==> config.mk <==
export PLATFORM = sky130hd
export DESIGN_NAME = ma_split_unit
export DESIGN_NICKNAME = d
export VERILOG_FILES = /design/src/rtl/ma_split_unit_pkg.sv /design/src/rtl/ma_split_unit_lane_align.sv /design/src/rtl/ma_split_unit.sv
export SDC_FILE = /design/constraint.sdc
export NUM_CORES = 1
export LEC_CHECK = 0
export ABC_CLOCK_PERIOD_IN_PS = 3900
export CORE_MARGIN = 2
export CORE_UTILIZATION = 46
export CTS_CLUSTER_SIZE = 20
export DETAILED_ROUTE_END_ITERATION = 10
export PLACE_DENSITY_LB_ADDON = 0.1
export SYNTH_ARGS = -nofsm -noshare
export SYNTH_HDL_FRONTEND = slang
export SYNTH_SLANG_ARGS = --single-unit
==> constraint.sdc <==
create_clock -name clk -period 3.9 [get_ports clk]
set_input_delay 0.78 -clock clk [delete_from_list [all_inputs] [get_ports clk]]
set_output_delay 0.78 -clock clk [all_outputs]
set_load 0.02 [all_outputs]
==> src/rtl/ma_split_unit_pkg.sv <==
// ma_split_unit_pkg: access-length codes, FSM state encodings and size helper for ma_split_unit.
package ma_split_unit_pkg;
   localparam logic [1:0] MA_LEN_1B = 2'd0;
   localparam logic [1:0] MA_LEN_2B = 2'd1;
   localparam logic [1:0] MA_LEN_4B = 2'd2;
   typedef enum logic [1:0] {
      MA_ST_IDLE  = 2'd0,
      MA_ST_BEAT1 = 2'd1,
      MA_ST_BEAT2 = 2'd2,
      MA_ST_RESP  = 2'd3
   } ma_state_e;
   function automatic logic [2:0] ma_size(input logic [1:0] len);
      return len == MA_LEN_1B ? 3'd1 : len == MA_LEN_2B ? 3'd2 : 3'd4;
   endfunction
endpackage

==> src/rtl/ma_split_unit_lane_align.sv <==
// ma_lane_align: store lane shifter, byte-enable generation, load merge and sign/zero extension.
module ma_lane_align
   import ma_split_unit_pkg::*;
#(
   parameter int BUS_W = 32,
   localparam int BB = BUS_W / 8,
   localparam int OW = $clog2(BB)
) (
   input  logic [OW-1:0]    off,
   input  logic [1:0]       len,
   input  logic             uns,
   input  logic             beat2,
   input  logic [31:0]      wdata,
   input  logic [BUS_W-1:0] mem_rdata,
   input  logic [31:0]      buf_q,
   output logic [BUS_W-1:0] lane_wdata,
   output logic [BB-1:0]    lane_be,
   output logic [31:0]      buf_merged,
   output logic [31:0]      ext_data
);
   logic [2*BUS_W-1:0] wide_w;
   logic [2*BB-1:0]    wide_be;
   logic [3:0]         mask;
   // The upper half of the double-width shift is exactly what the second beat carries.
   always_comb begin
      mask = len == MA_LEN_1B ? 4'h1 : len == MA_LEN_2B ? 4'h3 : 4'hF;
      wide_w = (2*BUS_W)'(wdata) << (int'(off) * 8);
      wide_be = (2*BB)'(mask) << off;
      lane_wdata = beat2 ? wide_w[2*BUS_W-1:BUS_W] : wide_w[BUS_W-1:0];
      lane_be = beat2 ? wide_be[2*BB-1:BB] : wide_be[BB-1:0];
      buf_merged = beat2 ? buf_q | 32'(mem_rdata << ((BB - int'(off)) * 8))
                         : 32'(mem_rdata >> (int'(off) * 8));
      ext_data = len == MA_LEN_1B ? {{24{~uns & buf_q[7]}}, buf_q[7:0]}
               : len == MA_LEN_2B ? {{16{~uns & buf_q[15]}}, buf_q[15:0]} : buf_q;
   end
endmodule

==> src/rtl/ma_split_unit.sv <==
// ma_split_unit: MEM-stage data access controller splitting bus-crossing accesses into two beats.
// Define MA_TRAP_EN to trap split accesses (misaligned_err) instead of performing two beats.
module ma_split_unit
   import ma_split_unit_pkg::*;
#(
   parameter int ADDR_W = 32,
   parameter int BUS_W = 32,
   parameter int DATA_W = 32,
   localparam int BUS_BYTES = BUS_W / 8,
   localparam int OW = $clog2(BUS_BYTES)
) (
   input  logic                 clk,
   input  logic                 rst_n,
   input  logic                 req,
   input  logic                 store,
   input  logic [1:0]           len,
   input  logic                 uns,
   input  logic [ADDR_W-1:0]    addr,
   input  logic [DATA_W-1:0]    wdata,
   output logic [DATA_W-1:0]    rdata,
   output logic                 done,
   output logic                 stall,
   output logic                 misaligned_err,
   output logic                 mem_req,
   output logic                 mem_we,
   output logic [ADDR_W-1:0]    mem_addr,
   output logic [BUS_BYTES-1:0] mem_be,
   output logic [BUS_W-1:0]     mem_wdata,
   input  logic                 mem_ack,
   input  logic [BUS_W-1:0]     mem_rdata
);
   ma_state_e            state_q, state_d;
   logic [DATA_W-1:0]    buf_q, buf_d, buf_merged, ext_data;
   logic [OW-1:0]        off;
   logic [ADDR_W-1:0]    base;
   logic [BUS_W-1:0]     lane_wdata;
   logic [BUS_BYTES-1:0] lane_be;
   logic                 split, bad_len, trap, beat, beat2;

   ma_lane_align #(.BUS_W(BUS_W)) u_align (
      .off(off), .len(len), .uns(uns), .beat2(beat2), .wdata(wdata),
      .mem_rdata(mem_rdata), .buf_q(buf_q), .lane_wdata(lane_wdata),
      .lane_be(lane_be), .buf_merged(buf_merged), .ext_data(ext_data)
   );

   always_comb begin
      off = addr[OW-1:0];
      base = addr & ~ADDR_W'(BUS_BYTES - 1);
      bad_len = len == 2'd3;
      split = (int'(off) + int'(ma_size(len))) > BUS_BYTES;
`ifdef MA_TRAP_EN
      trap = split & ~bad_len;
`else
      trap = 1'b0;
`endif
      beat2 = state_q == MA_ST_BEAT2;
      beat = beat2 | (state_q == MA_ST_BEAT1);
      mem_req = beat;
      mem_we = beat & store;
      mem_addr = beat2 ? base + ADDR_W'(BUS_BYTES) : base;
      mem_be = (beat & store) ? lane_be : '0;
      mem_wdata = beat ? lane_wdata : '0;
      done = state_q == MA_ST_RESP;
      misaligned_err = done & trap;
      rdata = (done & ~store & ~bad_len & ~trap) ? ext_data : '0;
      stall = req & ~done;
   end

   always_comb begin
      state_d = state_q;
      buf_d = buf_q;
      unique case (state_q)
         MA_ST_IDLE:  if (req) state_d = (bad_len | trap) ? MA_ST_RESP : MA_ST_BEAT1;
         MA_ST_BEAT1: if (mem_ack) begin
            buf_d = buf_merged;
            state_d = split ? MA_ST_BEAT2 : MA_ST_RESP;
         end
         MA_ST_BEAT2: if (mem_ack) begin
            buf_d = buf_merged;
            state_d = MA_ST_RESP;
         end
         default:     state_d = MA_ST_IDLE;
      endcase
   end

   always_ff @(posedge clk or negedge rst_n) begin
      if (!rst_n) begin
         state_q <= MA_ST_IDLE;
         buf_q <= '0;
      end else begin
         state_q <= state_d;
         buf_q <= buf_d;
      end
   end
endmodule
==> results of run 1 <==
[cells in the mapped netlist (9+ instances only)]
master    instances  share of area, %
dfrtp_1          34                19
a21oi_1          88                10
nand2_1          51               4.3
o21ai_0          29               3.3
clkbuf_1         15               1.3
a22oi_1          15               2.5
nand3_1          13               1.5
and2_1           21               3.0
a21oi_2          10               2.0
nor2b_1          28               4.0
mux2i_1          33               7.5
inv_1            24               2.0
o22ai_1          18               2.5
o21a_1           17               2.9
and3_1           16               2.3
ha_1              9               2.5
buf_2             9               1.0
o22a_1            9               1.8
nor2_1           52               4.4
a211oi_1         10               1.7
xnor2_1          26               5.1
[report_power, final]
| group | total (mW) | internal (mW) | switching, mW |
|---|---|---|---|
| registers | 0.638 | 0.538 | 0.0992 |
| logic | 2.31 | 1.01 | 1.30 |
| clock network | 0.276 | 0.143 | 0.133 |
| total | 3.22 | 1.69 | 1.53 |
[cell type report]
class | instances | area share [%]
repair buffers | 225 | 33.4
clock buffers | 7 | 1.30
multi-input cells | 501 | 48.6
flip-flops and latches | 34 | 12.8
inverters | 24 | 1.36
clock inverters | 1 | 0.0754
well taps | 129 | 2.43
[routing by layer]
layer	global-route usage, %	wire length, µm	vias to the layer above
li1	-	-	2515
met1	36.7	6460	2522
met2	50.7	7640	315
met3	5.88	1660	30
met4	7.18	270	0
met5	0	0	-
[metrics by stage]
step / utilization (%) / instances / setup TNS [ns]
after global placement: 70.1 / 912 / 0
after CTS: 71.3 / 921 / 0
after floorplan: - / 604 / 0
after detailed placement: 70.1 / 912 / -0.00557
final: 71.5 / 921 / 0
after global routing: 71.5 / 921 / 0
[flip-flops by register name (all words and copies together), names as in the netlist]
register / cells
buf_q: 32
state_q: 2
[worst paths after layout]
kind	start	end	slack, ns	depth (start not counted)
worst max-delay path	addr[7]	mem_addr[20]	0.12	8
min in group asynchronous	rst_n	buf_q[1]	0.93	2
worst min register to register	buf_q[6]	buf_q[6]	0.49	1
worst max register to register	state_q[0]	buf_q[9]	1.47	8
max in group asynchronous	rst_n	state_q[0]	2.64	2
worst min-delay path	buf_q[6]	buf_q[6]	0.49	1
[kinds of logic (layout without fill, tap and decap cells)]
kind of cell,Yosys count,count (layout)
DFF,34,34
and+or+nand+nor,205,205
xor gates and xnor gates,29,29
adders and majority gates,10,10
other,1,3
muxes,41,41
buffers and inverters,69,257
AOI/OAI and AO/OA,213,213
[timing repair]
item | 4_1_cts | 5_1_grt
endpoints found under the setup margin | 1 | 12
pin swaps | 1 | 0
setup buffers | 1 | 0
gates resized for setup | 0 | 6
==> impl_metrics.yaml, run 1 <==
clocking:
  cts.path.max_buffers: 2
  cts_buffers: 5
  insertion_delay_ns: 0.29
  cts-htree-levels: 2
  clk_pin_slew_worst_paths_ns: 0.07
  postCtsHoldBufs: 0
  clkSinkCount: 34
  root_buffer: "clkbuf_8"
  cts_tree: "done"
floorplan:
  dieArea_um2: 10400
  rows: 35
  pin_count: 209
  die_h_um: 102
  coreArea_um2: 9280
  initial_core_util_pct: 47.6
  die_w_um: 102
power_and_ir_drop:
  power_leakage_nw: 2.69
  max-vdd-ir-drop_v: 0.000335
  cellPowerDensity_nw_per_um2: 486
  total_power_mw: 3.22
global_routing:
  antenna_found_initial: 0
  overflow: 0
  grt_max_degree: 43
  grt_pass1_wl_um: 24200
  grt_usage_pct: 29.0
  grt_pass1_vias: 4982
setup_path:
  cp.required_ns: 3.12
  critPathMostFrequentCell: "clkdlybuf4s50_1"
  arrival_ns: 3.00
  end_kind: "output pin"
  crit_chain: "clkdlybuf4s50_1 -> and4_4 -> nand4_4 -> nor3_4 -> buf_12 -> nand3_1 -> xnor2_1 -> clkdlybuf4s50_1"
  cp_max_fo: 9
  cpMaxStageDelayCell: "clkdlybuf4s50_1"
  path_buf_inv: 3
  cp-start-kind: "input pin"
  path_class: "in -> out"
  cp_slowest_stage_delay_ns: 0.62
  crit_family: "buffers and inverters"
yosys:
  synth_compound_area_share_pct: 30.5
  seq_area_frac_synth_pct: 19.2
  synth-main-ff-cell: "dfrtp_1"
  synth_simple_gate_area_share_pct: 23.8
  synth_seq_cells: 34
  syn_inst: 602
  synth_area_um2: 4420
  post_synth_xor_area_fraction_pct: 5.74
  yosysWarnings: 0
  synth_top_family_by_area: "compound AO/OA/AOI/OAI gates"
  synth.area.mux_share_pct: 9.50
  ys_async_sr_fraction_pct: 100
  avgSynthCellArea_um2: 7.35
  synth-edff-count: 0
  ys_types: 49
  synthAdderAreaFrac_pct: 3.00
route:
  first_pass_iters: 5
  drc: 0
  vias: 5382
  drt-wirelength-per-cell_um: 17.4
  drtAntennaViolNets: 0
  initialDrtViolationCount: 476
  viasPerCell: 5.84
  routed_wl_um: 16000
placement:
  gp_congestion: 0.983
  portBuffers: 205
  post-dp-hpwl_um: 12100
  pre_cts_slack_ns: -0.00557
  placed_area_um2: 6510
timing:
  period_share_pct: 96.9
  fmax_ghz: 0.265
  finalSetupViolations: 0
  finalHoldViolCount: 0
  slew_violations: 0
  whs_ns: 0.488
  rsz0062_at_grt: "false"
  final.setup.worst_slack_ns: 0.120
  period_minus_slack_ns: 3.78
  fin_skew_ns: 0.00253
  slew_headroom_pct: 41.4
  max_slew.worst_pin.slew_ns: 0.879
cells_and_area:
  antenna_cells: 0
  nFillCells: 830
  layout_common_cells: "clkdlybuf4s50_1 (199), a21oi_1 (88), nor2_1 (52)"
  final_common_cell: "clkdlybuf4s50_1"
  num-nets-final: 905
  regArea_um2: 851
  fin_area_um2: 6640
  syn2layout_area_growth_pct: 50.1
  final_layout_size_suffix_gt1_share_pct: 7.58
  multi_input_area_um2: 3230
run_status:
  status: "completed"
worst_hold_path:
  hold_class: "reg -> reg"
run:
  maxCapViolCount: 0
Power figures use the tool's default switching activity.
==> run 2: changes to the inputs <==
--- a/config.mk
+++ b/config.mk
@@ -5,12 +5,14 @@
 export SDC_FILE = /design/constraint.sdc
 export NUM_CORES = 1
 export LEC_CHECK = 0
+export ABC_AREA = 1
 export ABC_CLOCK_PERIOD_IN_PS = 3900
 export CORE_MARGIN = 2
-export CORE_UTILIZATION = 46
+export CORE_UTILIZATION = 47
 export CTS_CLUSTER_SIZE = 20
 export DETAILED_ROUTE_END_ITERATION = 10
 export PLACE_DENSITY_LB_ADDON = 0.1
+export RECOVER_POWER = 50
 export SYNTH_ARGS = -nofsm -noshare
 export SYNTH_HDL_FRONTEND = slang
 export SYNTH_SLANG_ARGS = --single-unit
==> run 2 against run 1 <==
The flow now finishes with violations (capacitance limit, slew limit). Combinational power up 8.7%. Highest routed layer unchanged. Final cell count up 23%. First-iteration DRC count down 13%. Via count up 17%.
==> impl_metrics.yaml, run 2 <==
clocking:
  ctsResizeCount: 0
  post_cts_buffers: 0
  cts.path.max_buffers: 2
  cts_tree: "done"
  root_buffer: "clkbuf_8"
  cts-htree-levels: 2
  clkSinkCount: 34
  postCtsHoldBufs: 0
  cts_buffers: 5
  clk_pin_slew_worst_paths_ns: 0.07
  insertion_delay_ns: 0.29
yosys:
  ys_types: 37
  synth_commonest_cells: "nand2_1 (225), inv_1 (98), a21oi_1 (95)"
  syn_inst: 809
  synth-edff-count: 0
  synth_top_cell_area_share_pct: 18.4
  synth_area_um2: 4610
  avgSynthCellArea_um2: 5.70
  yosysMostFrequentCell: "nand2_1"
  synth_simple_gate_area_share_pct: 34.7
  synth_area_leaders: "dfrtp_1 (18%), nand2_1 (18%), a21oi_1 (10%)"
  synth.area.mux_share_pct: 2.82
  post_synth_xor_area_fraction_pct: 3.42
  yosysWarnings: 0
  synth_compound_area_share_pct: 24.2
  ys_async_sr_fraction_pct: 100
  synth_area_leader_cell: "dfrtp_1"
  synthAdderAreaFrac_pct: 2.87
  synth-main-ff-cell: "dfrtp_1"
  synth_top_family_by_area: "simple AND/OR/NAND/NOR gates"
  seq_area_frac_synth_pct: 18.4
  synth_seq_cells: 34
setup_path:
  cpMaxStageDelayCell: "clkdlybuf4s50_1"
  crit_chain: "dlygate4sd3_1 -> buf_12 -> nor2_1 -> nand2_1 -> o221ai_1 -> clkdlybuf4s50_1"
  arrival_ns: 3.00
  r2r_end: "buf_q[11]"
  cp.required_ns: 3.12
  end_kind: "output pin"
  cp_max_fo: 25
  path_buf_inv: 3
  reg2reg_depth: 9
  path_class: "in -> out"
  cp_slowest_stage_delay_ns: 0.65
  reg2reg_slack_ns: 1.26
  rr_startpoint: "state_q[0]"
  crit_family: "buffers and inverters"
  cp-start-kind: "input pin"
route:
  drt-wirelength-per-cell_um: 15.5
  viasPerCell: 5.55
  routed_wl_um: 17600
  initialDrtViolationCount: 412
  drtAntennaViolNets: 0
  vias: 6290
  drc: 0
  first_pass_iters: 6
timing:
  slew_headroom_pct: -29.6
  fmax_ghz: 0.265
  rsz0062_at_grt: "false"
  max_slew.worst_pin.slew_ns: 1.94
  fin_setup_tns_ns: 0
  slew_violations: 35
  period_minus_slack_ns: 3.78
  finalHoldViolCount: 0
  fin_skew_ns: 0.00534
  period_share_pct: 96.9
  finalSetupViolations: 0
cells_and_area:
  final_layout_size_suffix_gt1_share_pct: 4.90
  final_common_cell: "nand2_1"
  layout_common_cells: "nand2_1 (225), clkdlybuf4s50_1 (186), inv_1 (98)"
  largest_registers: "buf_q x32, state_q x2"
  syn2layout_area_growth_pct: 48.5
  regMostFlops: "buf_q"
  largest_reg_flops: 32
  num-nets-final: 1114
  antenna_cells: 0
floorplan:
  die_h_um: 103
  initial_core_util_pct: 47.9
  rows: 36
  coreArea_um2: 9640
  die_w_um: 103
  pin_count: 209
  dieArea_um2: 10600
placement:
  gp_congestion: 0.979
  portBuffers: 205
  post-dp-hpwl_um: 13700
worst_hold_path:
  hold_class: "reg -> reg"
  holdPathEnd: "buf_q[7]"
  hold_depth: 2
  min_from: "buf_q[7]"
global_routing:
  grt_pass1_wl_um: 28400
  antenna_found_initial: 0
  grt_usage_pct: 33.6
  grt_max_degree: 47
  overflow: 0
  grt_pass1_vias: 5998
power_and_ir_drop:
  cellPowerDensity_nw_per_um2: 492
  total_power_mw: 3.37
  max-vdd-ir-drop_v: 0.000381
  power_leakage_nw: 3.22
run:
  maxCapViolCount: 1
run_status:
  status: "complete, but fails checks"
  violations: "capacitance limit, slew limit"
## run 2: changes by cell type after synthesis, moves of 21 or more
cell	before	now
nor2b_1	28	0
nand2_1	51	225
xnor2_1	26	5
inv_1	24	98
o21ai_0	29	61
nand3_1	13	52
## run 2: logic make-up after synthesis
group,count (synthesis)
multiplexers,13
adder cells (fa/ha/maj),10
AND/OR/NAND/NOR,379
AO/OA/AOI/OAI,206
XOR/XNOR,18
buffers and inverters,148
flip-flops,34
other,1
## run 2: cell type report
class / count / area [µm²]
inverter: 103 / 387
sequential: 34 / 851
clock buffer: 5 / 68.8
multi-input combinational: 629 / 3150
clock inverter: 2 / 10.0
tap: 133 / 166
fill: 887 / 2790
timing repair buffer: 227 / 2220
## run 2: through the flow
step	setup WS (ns)	util [%]	instances	area (µm²)	hold WS (ns)
6_report	0.121	71.1	1133	6850	0.513
5_1_grt	0.00579	71.1	1133	6850	0.544
4_1_cts	0.154	71.1	1133	6860	0.506
3_5_place_dp	0.170	70.3	1126	6780	0.488
3_3_place_gp	0.241	70.3	1126	6780	0.485
2_1_floorplan	0.614	-	811	4620	0.462
## run 2: worst max-delay path by stage
stage                from       endpoint  cells past startpoint
2_1_floorplan     addr[0]      mem_be[3]                      5
3_3_place_gp      addr[2]   mem_addr[12]                      7
3_5_place_dp       len[1]      rdata[17]                      9
4_1_cts        state_q[0]  mem_wdata[23]                      7
5_1_grt            len[1]      rdata[17]                      9
6_report          addr[1]  mem_wdata[22]                      6
## run 2: layer usage
layer | vias up | global-route usage, % | wire length, µm | share of wire, %
met2 | 381 | 55.6 | 8110 | 46
met1 | 2786 | 41.6 | 6770 | 38
met4 | 0 | 17.1 | 901 | 5.1
met5 | - | 0 | 0 | 0
li1 | 3050 | - | - | -
met3 | 73 | 6.51 | 1820 | 10
## run 2: worst register-to-register path, stage by stage (launching register included)
cell	delay, ns
dfrtp_1	0.41
inv_1	0.08
ha_1	0.38
inv_1	0.26
nor2_4	0.24
nand2_2	0.34
inv_2	0.39
o21ai_0	0.14
nor2_1	0.21
a21oi_1	0.06
## run 2: power breakdown
group          internal (mW)  switching [mW]  total (mW)
logic                  0.977            1.53        2.51
clock network          0.120           0.136       0.256
registers              0.539          0.0636       0.602
total                   1.64            1.73        3.37
==> run 3: changes to the inputs <==
--- a/config.mk
+++ b/config.mk
@@ -13,6 +13,7 @@
 export DETAILED_ROUTE_END_ITERATION = 10
 export PLACE_DENSITY_LB_ADDON = 0.1
 export RECOVER_POWER = 50
+export SLEW_MARGIN = 15
 export SYNTH_ARGS = -nofsm -noshare
 export SYNTH_HDL_FRONTEND = slang
 export SYNTH_SLANG_ARGS = --single-unit
==> results of run 3 <==
The final DEF is identical to that of run 2; final timing and power are the same.
==> RTL edit: new RTL, settings of run 1 <==
`buf_q` no longer has a reset.
--- a/src/rtl/ma_split_unit.sv
+++ b/src/rtl/ma_split_unit.sv
@@ -88,8 +88,10 @@
          state_q <= MA_ST_IDLE;
-         buf_q <= '0;
       end else begin
          state_q <= state_d;
-         buf_q <= buf_d;
       end
    end
+
+   always_ff @(posedge clk) begin
+      buf_q <= buf_d;
+   end
 endmodule
Formal check against the unedited RTL: not equivalent (Yosys sat finds a counterexample within 10 cycles, from zero or initial values and one cycle with rst_n low; the reset may be asserted at any time).
==> RTL edit against run 1 <==
Sequential cell count stayed put. Area after synthesis grew 5.7%. Final area increased by 5.7%. Via count grew 0.58%. Wire length grew 5.0%. Critical endpoint is now rdata[24]. Total power is 2.2% lower. Worst setup slack worse by 0.043 ns. Largest cell class unchanged. Sequential power up 8.5%.
==> RTL edit: results (changes against run 1) <==
The post-route non-filler standard cell count is 912 (was 921). The slack of the worst reg-to-reg path came out at 1.87 ns (was 1.47 ns). Status: complete, no violations (unchanged). The final RePlAce weighted congestion was 0.905 (was 0.983). Most frequent cells after synthesis: a21oi_1 (51), mux2i_1 (49), edfxtp_1 (32), nand2_1 (31), nor2b_1 (29) (was a21oi_1 (88), nor2_1 (52), nand2_1 (51), dfrtp_1 (34), mux2i_1 (33)). The post-synthesis adder-cell area fraction came out at 0.0284 (was 0.0300). The mux contribution to synthesized area is 0.143 (was 0.0950).

The fraction of the mapped netlist area in compound gates came out at 0.276 (was 0.305). The fraction of final layout cells sized beyond drive strength 1 came out at 0.100 (was 0.0758). The number of global-route vias before repair came to 5,309 (was 4,982). The fraction of power spent switching nets came to 0.462 (was 0.476).

The largest stage delay on the critical path came out at 0.64 ns (was 0.62 ns). The endpoint of the worst setup timing path is rdata[24] (was mem_addr[20]). The overall routed net length is 16.8 mm (was 16.0 mm).

The final worst clock skew came to 0.00580 ns (was 0.00253 ns). The largest fanout on the critical path is 7 (was 9). The dominant register cell in the synthesized netlist was edfxtp_1 (was dfrtp_1). The area of placed instances is 0.00686 mm² (was 0.00651 mm²). The wire length of the first global-routing pass was 26.2 mm (was 24.2 mm). The number of cells on the worst reg-to-reg path is 5 (was 8).

The number of nets in the layout is 891 (was 905). The number of enable-type register cells in the synthesized netlist came out at 32 (was 0). The number of unique standard cell types used by synthesis is 52 (was 49). The terminus of the critical flop-to-flop path is buf_q[21] (was buf_q[9]). The synthesized-area fraction occupied by xor and xnor cells was 0.0543 (was 0.0574).

The startpoint of the most critical setup path was len[0] (was addr[7]). The proportion of synthesized chip area in sequential cells is 0.216 (was 0.192). The global-route usage over all layers is 0.290 (about the same). The worst min-delay path startpoint is state_q[1] (was buf_q[6]). The synthesized instance count was 583 (was 602).

The number of instances in the placed design was 901 (was 912). The maximum resistive drop on vdd came out at 0.417 mV (was 0.335 mV). The static leakage came out at 2.76 nW (was 2.69 nW). The first-pass detailed-route iteration total came out at 5 (unchanged). The half-perimeter wire length of the detailed placement result is 12.6 mm (was 12.1 mm). The proportion of synthesized flip-flops having asynchronous set or reset came to 0.0588 (was 1.00).

The starting DRC count in detailed routing came out at 337 (was 476).
-- RTL edit: final cells by class --
cell class / count / area, µm²
Clock inverter: 3 / 16.3
Sequential cell: 34 / 1010
Clock buffer: 5 / 68.8
Inverter: 26 / 97.6
Fill cell: 820 / 2800
Tap cell: 133 / 166
Multi-Input combinational cell: 475 / 3360
Antenna cell: 1 / 2.50
Timing Repair Buffer: 235 / 2300
-- RTL edit: worst min-delay path by stage --
stage / slack (ns) / to / cells after the start
after floorplan: 0.48 / state_q[0] / 0
after global placement: 0.53 / state_q[1] / 2
after detailed placement: 0.54 / state_q[1] / 2
after CTS: 0.56 / state_q[1] / 2
after global routing: 0.58 / state_q[1] / 2
final: 0.56 / state_q[1] / 2
-- RTL edit: worst register-to-register path, delay by kind of cell, from the launching register on --
kind | cells | cell delay, ns
flip-flops | 1 | 0.41
adder cells (fa/ha/maj) | 1 | 0.40
AND/OR/NAND/NOR | 1 | 0.13
buffers and inverters | 2 | 0.69
AO/OA/AOI/OAI | 1 | 0.18
-- RTL edit: metrics by stage --
stage               hold WS [ns]  setup TNS (ns)  worst slack [ns]  power [mW]
floorplan                  0.484               0             0.402        1.96
global placement           0.533               0             0.117        2.82
detailed placement         0.543               0            0.0629        2.85
CTS                        0.558               0            0.0427        3.13
global route               0.577         -0.0417           -0.0239        3.33
finish                     0.564               0            0.0763        3.15
-- RTL edit: timing repair --
item                                    4_1_cts  5_1_grt
setup buffers                                 0        2
resized for setup                             0       10
endpoints found under the setup margin        0       21
-- RTL edit: power groups by stage --
stage	clock network, mW	registers [mW]	logic [mW]
after floorplan	0	0.678	1.29
after global placement	0	0.693	2.13
after detailed placement	0	0.700	2.15
after CTS	0.268	0.692	2.17
after global routing	0.283	0.708	2.34
final	0.266	0.692	2.19
-- RTL edit: kinds of logic (layout without fill, tap and decap cells) --
group / after synthesis / in the layout
AND/OR/NAND/NOR: 176 / 176
other: 1 / 4
multiplexers: 65 / 65
XOR/XNOR: 29 / 29
adder cells (fa/ha/maj): 10 / 10
AO/OA/AOI/OAI: 192 / 192
flip-flops: 34 / 34
buffers and inverters: 76 / 269
-- RTL edit: per-layer routing --
layer	routed length (µm)	vias to the layer above	GRT usage	part of all wire
met3	1300	35	0.0555	0.077
met1	6610	2590	0.350	0.39
li1	-	2533	-	-
met5	0	-	0	0
met4	430	0	0.0867	0.026
met2	8480	255	0.518	0.50
